[src/rtl/hilo_ctrl.sv]
// hilo_ctrl: HI/LO register file and sequencer for a multi-cycle multiplier/divider.
module hilo_ctrl #(
    parameter int MULT_LAT = 33,
    parameter int DIV_LAT  = 33
) (
    input  logic        clock,
    input  logic        reset,
    input  logic        mult_start,
    input  logic        div_start,
    input  logic        mfhi,
    input  logic        mflo,
    input  logic        mthi,
    input  logic        mtlo,
    input  logic [31:0] wr_data,
    input  logic [31:0] md_hi,
    input  logic [31:0] md_lo,
    input  logic        div_zero,
    output logic        md_run,
    output logic        md_sel,
    output logic        busy,
    output logic        stall,
    output logic [31:0] rd_data,
    output logic        rd_valid,
    output logic [31:0] hi,
    output logic [31:0] lo,
    output logic        dz_flag
);
    typedef enum logic [1:0] {IDLE, RUN, CAPTURE} state_t;
    state_t      state_q, state_d;
    logic [5:0]  cnt_q, cnt_d;
    logic        sel_q, sel_d, rd_valid_q, rd_valid_d, dz_q, dz_d;
    logic [31:0] hi_q, hi_d, lo_q, lo_d, rd_data_q, rd_data_d;
    logic        req_any;
    assign req_any = mult_start | div_start | mfhi | mflo | mthi | mtlo;
    always_comb begin
        state_d    = state_q;
        cnt_d      = cnt_q;
        sel_d      = sel_q;
        hi_d       = hi_q;
        lo_d       = lo_q;
        rd_data_d  = rd_data_q;
        rd_valid_d = 1'b0;
        dz_d       = dz_q;
        case (state_q)
            IDLE: begin
                // read samples the old registers, so same-cycle writes are not visible
                if (mfhi | mflo) begin
                    rd_data_d  = mfhi ? hi_q : lo_q;
                    rd_valid_d = 1'b1;
                end
                if (mthi) hi_d = wr_data;
                if (mtlo) lo_d = wr_data;
                if (mult_start | div_start) begin
                    state_d = RUN;
                    sel_d   = ~mult_start;
                    cnt_d   = mult_start ? 6'(MULT_LAT - 1) : 6'(DIV_LAT - 1);
                    dz_d    = 1'b0;
                end
            end
            RUN: begin
                state_d = (cnt_q == 6'd0) ? CAPTURE : RUN;
                cnt_d   = (cnt_q == 6'd0) ? cnt_q : cnt_q - 6'd1;
            end
            CAPTURE: begin
                state_d = IDLE;
                if (sel_q && div_zero) begin
                    dz_d = 1'b1;
                end else begin
                    hi_d = md_hi;
                    lo_d = md_lo;
                end
            end
            default: state_d = IDLE;
        endcase
    end
    always_ff @(posedge clock) begin
        if (reset) begin
            state_q    <= IDLE;
            cnt_q      <= 6'd0;
            sel_q      <= 1'b0;
            hi_q       <= 32'd0;
            lo_q       <= 32'd0;
            rd_data_q  <= 32'd0;
            rd_valid_q <= 1'b0;
            dz_q       <= 1'b0;
        end else begin
            state_q    <= state_d;
            cnt_q      <= cnt_d;
            sel_q      <= sel_d;
            hi_q       <= hi_d;
            lo_q       <= lo_d;
            rd_data_q  <= rd_data_d;
            rd_valid_q <= rd_valid_d;
            dz_q       <= dz_d;
        end
    end
    assign md_run   = (state_q == RUN);
    assign md_sel   = sel_q;
    assign busy     = (state_q != IDLE);
    assign stall    = ~reset & (busy ? req_any : (mfhi & mflo));
    assign rd_data  = rd_data_q;
    assign rd_valid = rd_valid_q;
    assign hi       = hi_q;
    assign lo       = lo_q;
    assign dz_flag  = dz_q;
endmodule

[config.mk]
export PLATFORM = sky130hd
export DESIGN_NAME = hilo_ctrl
export DESIGN_NICKNAME = d
export VERILOG_FILES = /design/src/rtl/hilo_ctrl.sv
export SDC_FILE = /design/constraint.sdc
export NUM_CORES = 1
export LEC_CHECK = 0
export ABC_AREA = 1
export BUFFER_PORTS_ARGS = -buffer_cell sky130_fd_sc_hd__buf_2
export CORE_ASPECT_RATIO = 0.6
export CORE_UTILIZATION = 30
export CTS_BUF_LIST = sky130_fd_sc_hd__clkbuf_8
export CTS_CLUSTER_SIZE = 16
export DETAILED_ROUTE_END_ITERATION = 7
export HOLD_SLACK_MARGIN = 0.08
export PLACE_DENSITY = 0.58
export REMOVE_ABC_BUFFERS = 1
export SYNTH_ARGS = -nofsm -noshare
export SYNTH_HDL_FRONTEND = slang
export SYNTH_SLANG_ARGS = --single-unit
[constraint.sdc]
create_clock -name clock -period 2.6 [get_ports clock]
set_input_delay 0.65 -clock clock [delete_from_list [all_inputs] [get_ports clock]]
set_output_delay 0.65 -clock clock [all_outputs]
set_load 0.02 [all_outputs]
==> results of run 1 <==
[routing by layer]
metal  track usage [%]  wire length, µm  up-vias
met4             3.991              105        0
met3             5.353             1211        9
li1                  -                -     2482
met1             26.10             7290     2128
met2             25.99             5595      202
met5                 0                0        -
[critical path, cell delays in order]
cell and delay (ns):
buf_2 0.12, nor2_1 0.21, nand2_1 0.08, o31ai_1 0.19
a21oi_1 0.09, buf_2 0.16
[cell type report]
class | instances | area, µm² | share of cell area (%)
inverter | 46 | 172.7 | 2.924
tap | 198 | 247.7 | 4.196
timing repair buffer | 214 | 1129 | 19.11
multi-input combinational | 418 | 2038 | 34.52
clock inverter | 7 | 51.30 | 0.8688
sequential | 107 | 2142 | 36.28
clock buffer | 9 | 123.9 | 2.098
[logic make-up after synthesis]
group	share of synthesized area [%]
compound gates	27.52
simple gates	16.07
flops	46.70
buf+inv	8.974
fa+ha+maj	0.5455
xor+xnor	0.1910
[sequential cells by signal, indices dropped and copies added, names as in the netlist]
| signal | flops |
|---|---|
| md_sel | 1 |
| state_q | 2 |
| hi | 32 |
| dz_flag | 1 |
| rd_valid | 1 |
| lo | 32 |
| rd_data | 32 |
| cnt_q | 6 |
[layout by cell type (no fill, tap or decap)]
cell        count
nand2_2         2
nand2_4         2
clkbuf_8        9
ha_1            2
nor2_1         42
nand3_1        10
inv_2           3
nor2_2          1
o31ai_1         1
buf_2         206
o21ai_0        46
clkinvlp_4      1
buf_4           5
o21ai_1        51
nand2_1       115
clkinv_2        1
inv_1          44
nor2_4          3
xnor2_1         1
clkinv_4        1
dfxtp_1       107
a31oi_1        65
buf_12          3
nor3_1          3
inv_6           3
nand4_1         2
a21oi_1        71
a211oi_1        1
[through the flow]
step / worst slack (ns) / instances / total power [mW]
after global placement: 0.4356 / 983 / 4.960
final: 0.4470 / 999 / 5.867
after floorplan: 0.3087 / 571 / 3.995
after CTS: 0.4440 / 999 / 5.930
after global routing: 0.3474 / 999 / 6.323
after detailed placement: 0.4367 / 983 / 4.957
[worst max-delay path by stage]
stage	slack (ns)	to	from	cells past startpoint
final	0.45	stall	mfhi	6
after global routing	0.35	stall	mfhi	6
after CTS	0.44	stall	mfhi	6
after detailed placement	0.44	stall	mfhi	6
after global placement	0.44	stall	mfhi	6
after floorplan	0.31	rd_data[0]$_SDFFE_PP0P_	mfhi	4
[where the power goes]
group          switching, mW  internal, mW  total [mW]
clock network          0.592         0.356       0.948
registers              0.307          2.09        2.40
logic                   1.71         0.810        2.52
==> impl_metrics.tcl, run 1 <==
set metrics [dict create \
    grt-ovfl-total 0 \
    antenna_found_initial 0 \
    die_height_um 97.78 \
    reg2reg_slack_ns 0.87 \
    setup_viol 0 \
    tns_ns 0 \
    synth-seq-cells 107 \
    num_vias 4821 \
    post_cts_buffers 0 \
    grt_max_degree 66 \
    ff2ff_path_depth 6 \
    period_share_pct 82.81 \
    skew_ns 0.01389 \
    finalCriticalPeriod_ns 2.153 \
    grt.total_usage_pct 18.00 \
    clock_sink_count 107 \
    drtAntennaViolNets 0 \
    syn_area_mm2 0.004587 \
    ctsResizeCount 0 \
    critical_path_class "primary input to primary output" \
    yosysMostFrequentCell "nand2_1" \
    final_net_count 903 \
    hold_path_class "flop to flop" \
    synth_top_area_share_pct 46.70 \
    synth_edf_count 0 \
    critPathArrivalTime_ns 1.50 \
    ios 207 \
    hold_ws_ns 0.4262 \
    drtIter0Drc 373 \
    ys_top_cells_by_area "dfxtp_1, nand2_1, a31oi_1, a21oi_1, o21ai_1" \
    holdPathEnd "cnt_q[0]$_SDFFE_PP0P_" \
    vias_per_cell 4.826 \
    hold_start "cnt_q[0]$_SDFFE_PP0P_" \
    drv_slew 0 \
    p_leak_nw 2.712 \
    synth_ff_type "dfxtp_1" \
    clockRootBuffer "clkbuf_8" \
    htreeDepth 3 \
    hold_viol_final 0 \
    worstSetupEndpointType "primary output" \
    async_reset_ff_share_pct 0 \
    fmax_mhz 464.5 \
    r2r_start "state_q[0]$_SDFFE_PP0P_" \
    avgSynthCellArea_um2 7.422 \
    io_buffer_count 206 \
    max_slew_margin_pct 51.94 \
    yosysSeqAreaShare_pct 46.70 \
    clockBufferDepth 2 \
    path_clk_slew_ns 0.09 \
    cts_buffers 9 \
    power.density_mw_per_mm2 993.6 \
    wl_um 14200 \
    die_area_mm2 0.01580 \
    cts_tree "yes" \
    holdBufCountCts 0 \
    diodes 0 \
    r2r_end "hi[25]$_SDFFE_PP0P_" \
    fin_area_mm2 0.005904 \
    die_w_um 161.6 \
    syn_to_final_growth_pct 28.72 \
    num-fill-cells 1585 \
    drc 0 \
    critPathRequiredTime_ns 1.95 \
    rsz0062_at_grt "no" \
    drive_above_1_share_pct 29.96 \
    maxCapViolations 0 \
    tightest_slew_ns 0.7209 \
    dr.pass1.iters 5 \
    initial_utilization_pct 31.16 \
    clock_latency_ns 0.37 \
    holdPathStages 1 \
    grt_pass1_vias 4267 \
    post_dp_cell_area_mm2 0.005729 \
    wl_per_cell_um 14.22 \
    syn_inst 618 \
    coreArea_mm2 0.01472 \
    cp-start-kind "primary input" \
    utilization_pct 40.11 \
    synth_top_area_cell "dfxtp_1" \
    synth_common_cells "nand2_1, dfxtp_1, a21oi_1" \
    yosysUniqueCellTypes 25 \
    hpwl_um 9647 \
    yosys_warnings 0 \
    gp_congestion 0.8352 \
    grt_first_pass_wirelength_um 22540 \
    path_max_fanout 3 \
    ir_drop_v 0.0003555 \
    rows 34 \
    status "finished, final reports clean" \
]
No activity file was read; power rests on OpenSTA's default activity.
==> run 2: changes to the inputs <==
ABC_AREA = 0   (was 1)
clock period = 2.1 ns   (was 2.6 ns; I/O delays follow)
==> impl_metrics.tcl, run 2 <==
set metrics [dict create \
    dr.pass1.iters 4 \
    grt_max_degree 65 \
    grt.total_usage_pct 16.70 \
    status "finished, final reports clean" \
    diodes 0 \
    drtIter0Drc 183 \
    grt_pass1_vias 4173 \
    syn_inst 491 \
    cts_tree "yes" \
    synth_edf_count 0 \
    wl_per_cell_um 15.73 \
    yosysSeqAreaShare_pct 45.56 \
    grt-ovfl-total 0 \
    wl_um 13890 \
    drtAntennaViolNets 0 \
    hold_start "mult_start" \
    period_share_pct 93.04 \
    cp-start-kind "primary input" \
    ys_top_cells_by_area "dfxtp_1, mux2i_1, a211oi_1, nor2_1, buf_2" \
    clockRootBuffer "clkbuf_8" \
    async_reset_ff_share_pct 0 \
    holdPathEnd "md_sel$_SDFFE_PP0P_" \
    max_slew_margin_pct 63.01 \
    fin_area_mm2 0.006133 \
    hold_viol_final 0 \
    avgSynthCellArea_um2 9.576 \
    synth_ff_type "dfxtp_1" \
    vias_per_cell 4.951 \
    hold_path_class "primary input to flop" \
    maxCapViolations 0 \
    synth-seq-cells 107 \
    initial_utilization_pct 30.68 \
    coreArea_mm2 0.01533 \
    critPathRequiredTime_ns 1.57 \
    finalPower_mw 8.075 \
    critPathArrivalTime_ns 1.43 \
    ios 207 \
    final_net_count 782 \
    p_leak_nw 2.672 \
    holdPathStages 2 \
    post_cts_buffers 0 \
    num_vias 4372 \
    tightest_slew_ns 0.5549 \
    cts_buffers 9 \
    worstSetupEndpointType "primary output" \
    htreeDepth 3 \
    post_dp_cell_area_mm2 0.005937 \
    r2r_end "cnt_q[4]$_SDFFE_PP0P_" \
    die_height_um 98.98 \
    path_clk_slew_ns 0.09 \
    drc 0 \
    syn_to_final_growth_pct 30.44 \
    setup_viol 0 \
    yosys_warnings 0 \
    synth_top_area_share_pct 45.56 \
    die_area_mm2 0.01619 \
    drive_above_1_share_pct 35.44 \
    path_max_fanout 3 \
    yosysMostFrequentCell "dfxtp_1" \
    critical_path_class "primary input to primary output" \
    rows 35 \
    clockBufferDepth 2 \
    synth_common_cells "dfxtp_1, nor2_1, a211oi_1" \
    grt_first_pass_wirelength_um 21150 \
    antenna_found_initial 0 \
    r2r_start "cnt_q[0]$_SDFFE_PP0P_" \
    io_buffer_count 206 \
    synth_top_area_cell "dfxtp_1" \
    power.density_mw_per_mm2 1317 \
    fmax_mhz 511.8 \
    yosysUniqueCellTypes 26 \
    gp_congestion 0.8236 \
    finalCriticalPeriod_ns 1.954 \
    drv_slew 0 \
    reg2reg_slack_ns 0.21 \
    skew_ns 0.009248 \
    syn_area_mm2 0.004702 \
    clock_sink_count 107 \
    final_cell_mix "buf_2, dfxtp_1, nor2_1" \
    final_common_cell "buf_2" \
    ff2ff_path_depth 6 \
    hold_ws_ns 0.3635 \
    rsz0062_at_grt "no" \
    clock_latency_ns 0.36 \
    hpwl_um 10030 \
    ir_drop_v 0.0005056 \
    die_w_um 163.6 \
]
## run 2: changes by cell type after synthesis, sizes merged, moves of 4 or more
| cell | delta |
|---|---|
| nand2 | -118 |
| nor2 | +58 |
| a21oi | -64 |
| o21ai | -93 |
| buf | -4 |
| a31oi | -63 |
| a211oi | +100 |
| nand3 | -10 |
| or3 | +5 |
| inv | -41 |
| mux2i | +96 |
## run 2: how the worst max path moves through the flow
stage / startpoint / slack [ns] / cells past startpoint / endpoint
3_3_place_gp: div_start / 0.10 / 5 / stall
3_5_place_dp: div_start / 0.1 / 5 / stall
4_1_cts: state_q[0]$_SDFFE_PP0P_ / 0.03 / 5 / stall
6_report: div_start / 0.15 / 5 / stall
2_1_floorplan: state_q[1]$_SDFFE_PP0P_ / -3.07 / 3 / hi[0]$_SDFFE_PP0P_
5_1_grt: state_q[0]$_SDFFE_PP0P_ / 0.04 / 5 / stall
## run 2: power by group
| group | switching, mW | leakage (nW) | internal [mW] |
|---|---|---|---|
| clock network | 0.704 | 0.0901 | 0.465 |
| logic | 2.38 | 1.70 | 1.42 |
| registers | 0.445 | 0.886 | 2.66 |
## run 2: metal layers
layer / vias up / track usage (%) / routed length (µm)
li1: 2177 / - / -
met1: 2011 / 20.82 / 6466
met2: 176 / 27.25 / 6041
met3: 8 / 6.271 / 1291
met4: 0 / 3.846 / 88
met5: - / 0 / 0
## run 2: cell type report
cell class | instances | area (µm²)
flip-flops and latches | 107 | 2145
repair buffers | 216 | 1171
well taps | 203 | 254.0
inverters | 5 | 18.77
fillers | 1580 | 9194
clock inverters | 6 | 41.29
clock buffers | 10 | 137.6
multi-input cells | 336 | 2366
## run 2: critical path: stages
cell     delay, ns
buf_2         0.11
or2_2         0.33
o41ai_2       0.20
a21oi_1       0.10
buf_2         0.17
## run 2: logic make-up after synthesis
| group | Yosys count | synth area share, % |
|---|---|---|
| AOI/OAI and AO/OA | 119 | 18.44 |
| adders and majority gates | 2 | 0.5321 |
| buffers and inverters | 48 | 4.656 |
| DFF | 107 | 45.56 |
| and+or+nand+nor | 119 | 10.38 |
| muxes | 96 | 20.44 |
## run 2: timing repair
item | CTS | global route
setup endpoints to repair | 1 | 1
hold buffers | 0 | 0
resized for setup | 1 | 4
## run 2: per-stage QoR
stage | TNS [ns] | setup slack, ns | util (%) | cells
global placement | 0 | 0.1022 | 38.73 | 867
global route | 0 | 0.04404 | 40.02 | 883
detailed placement | 0 | 0.09955 | 38.73 | 867
CTS | 0 | 0.03420 | 39.92 | 883
finish | 0 | 0.1461 | 40.02 | 883
floorplan | -199.54 | -3.072 | - | 448
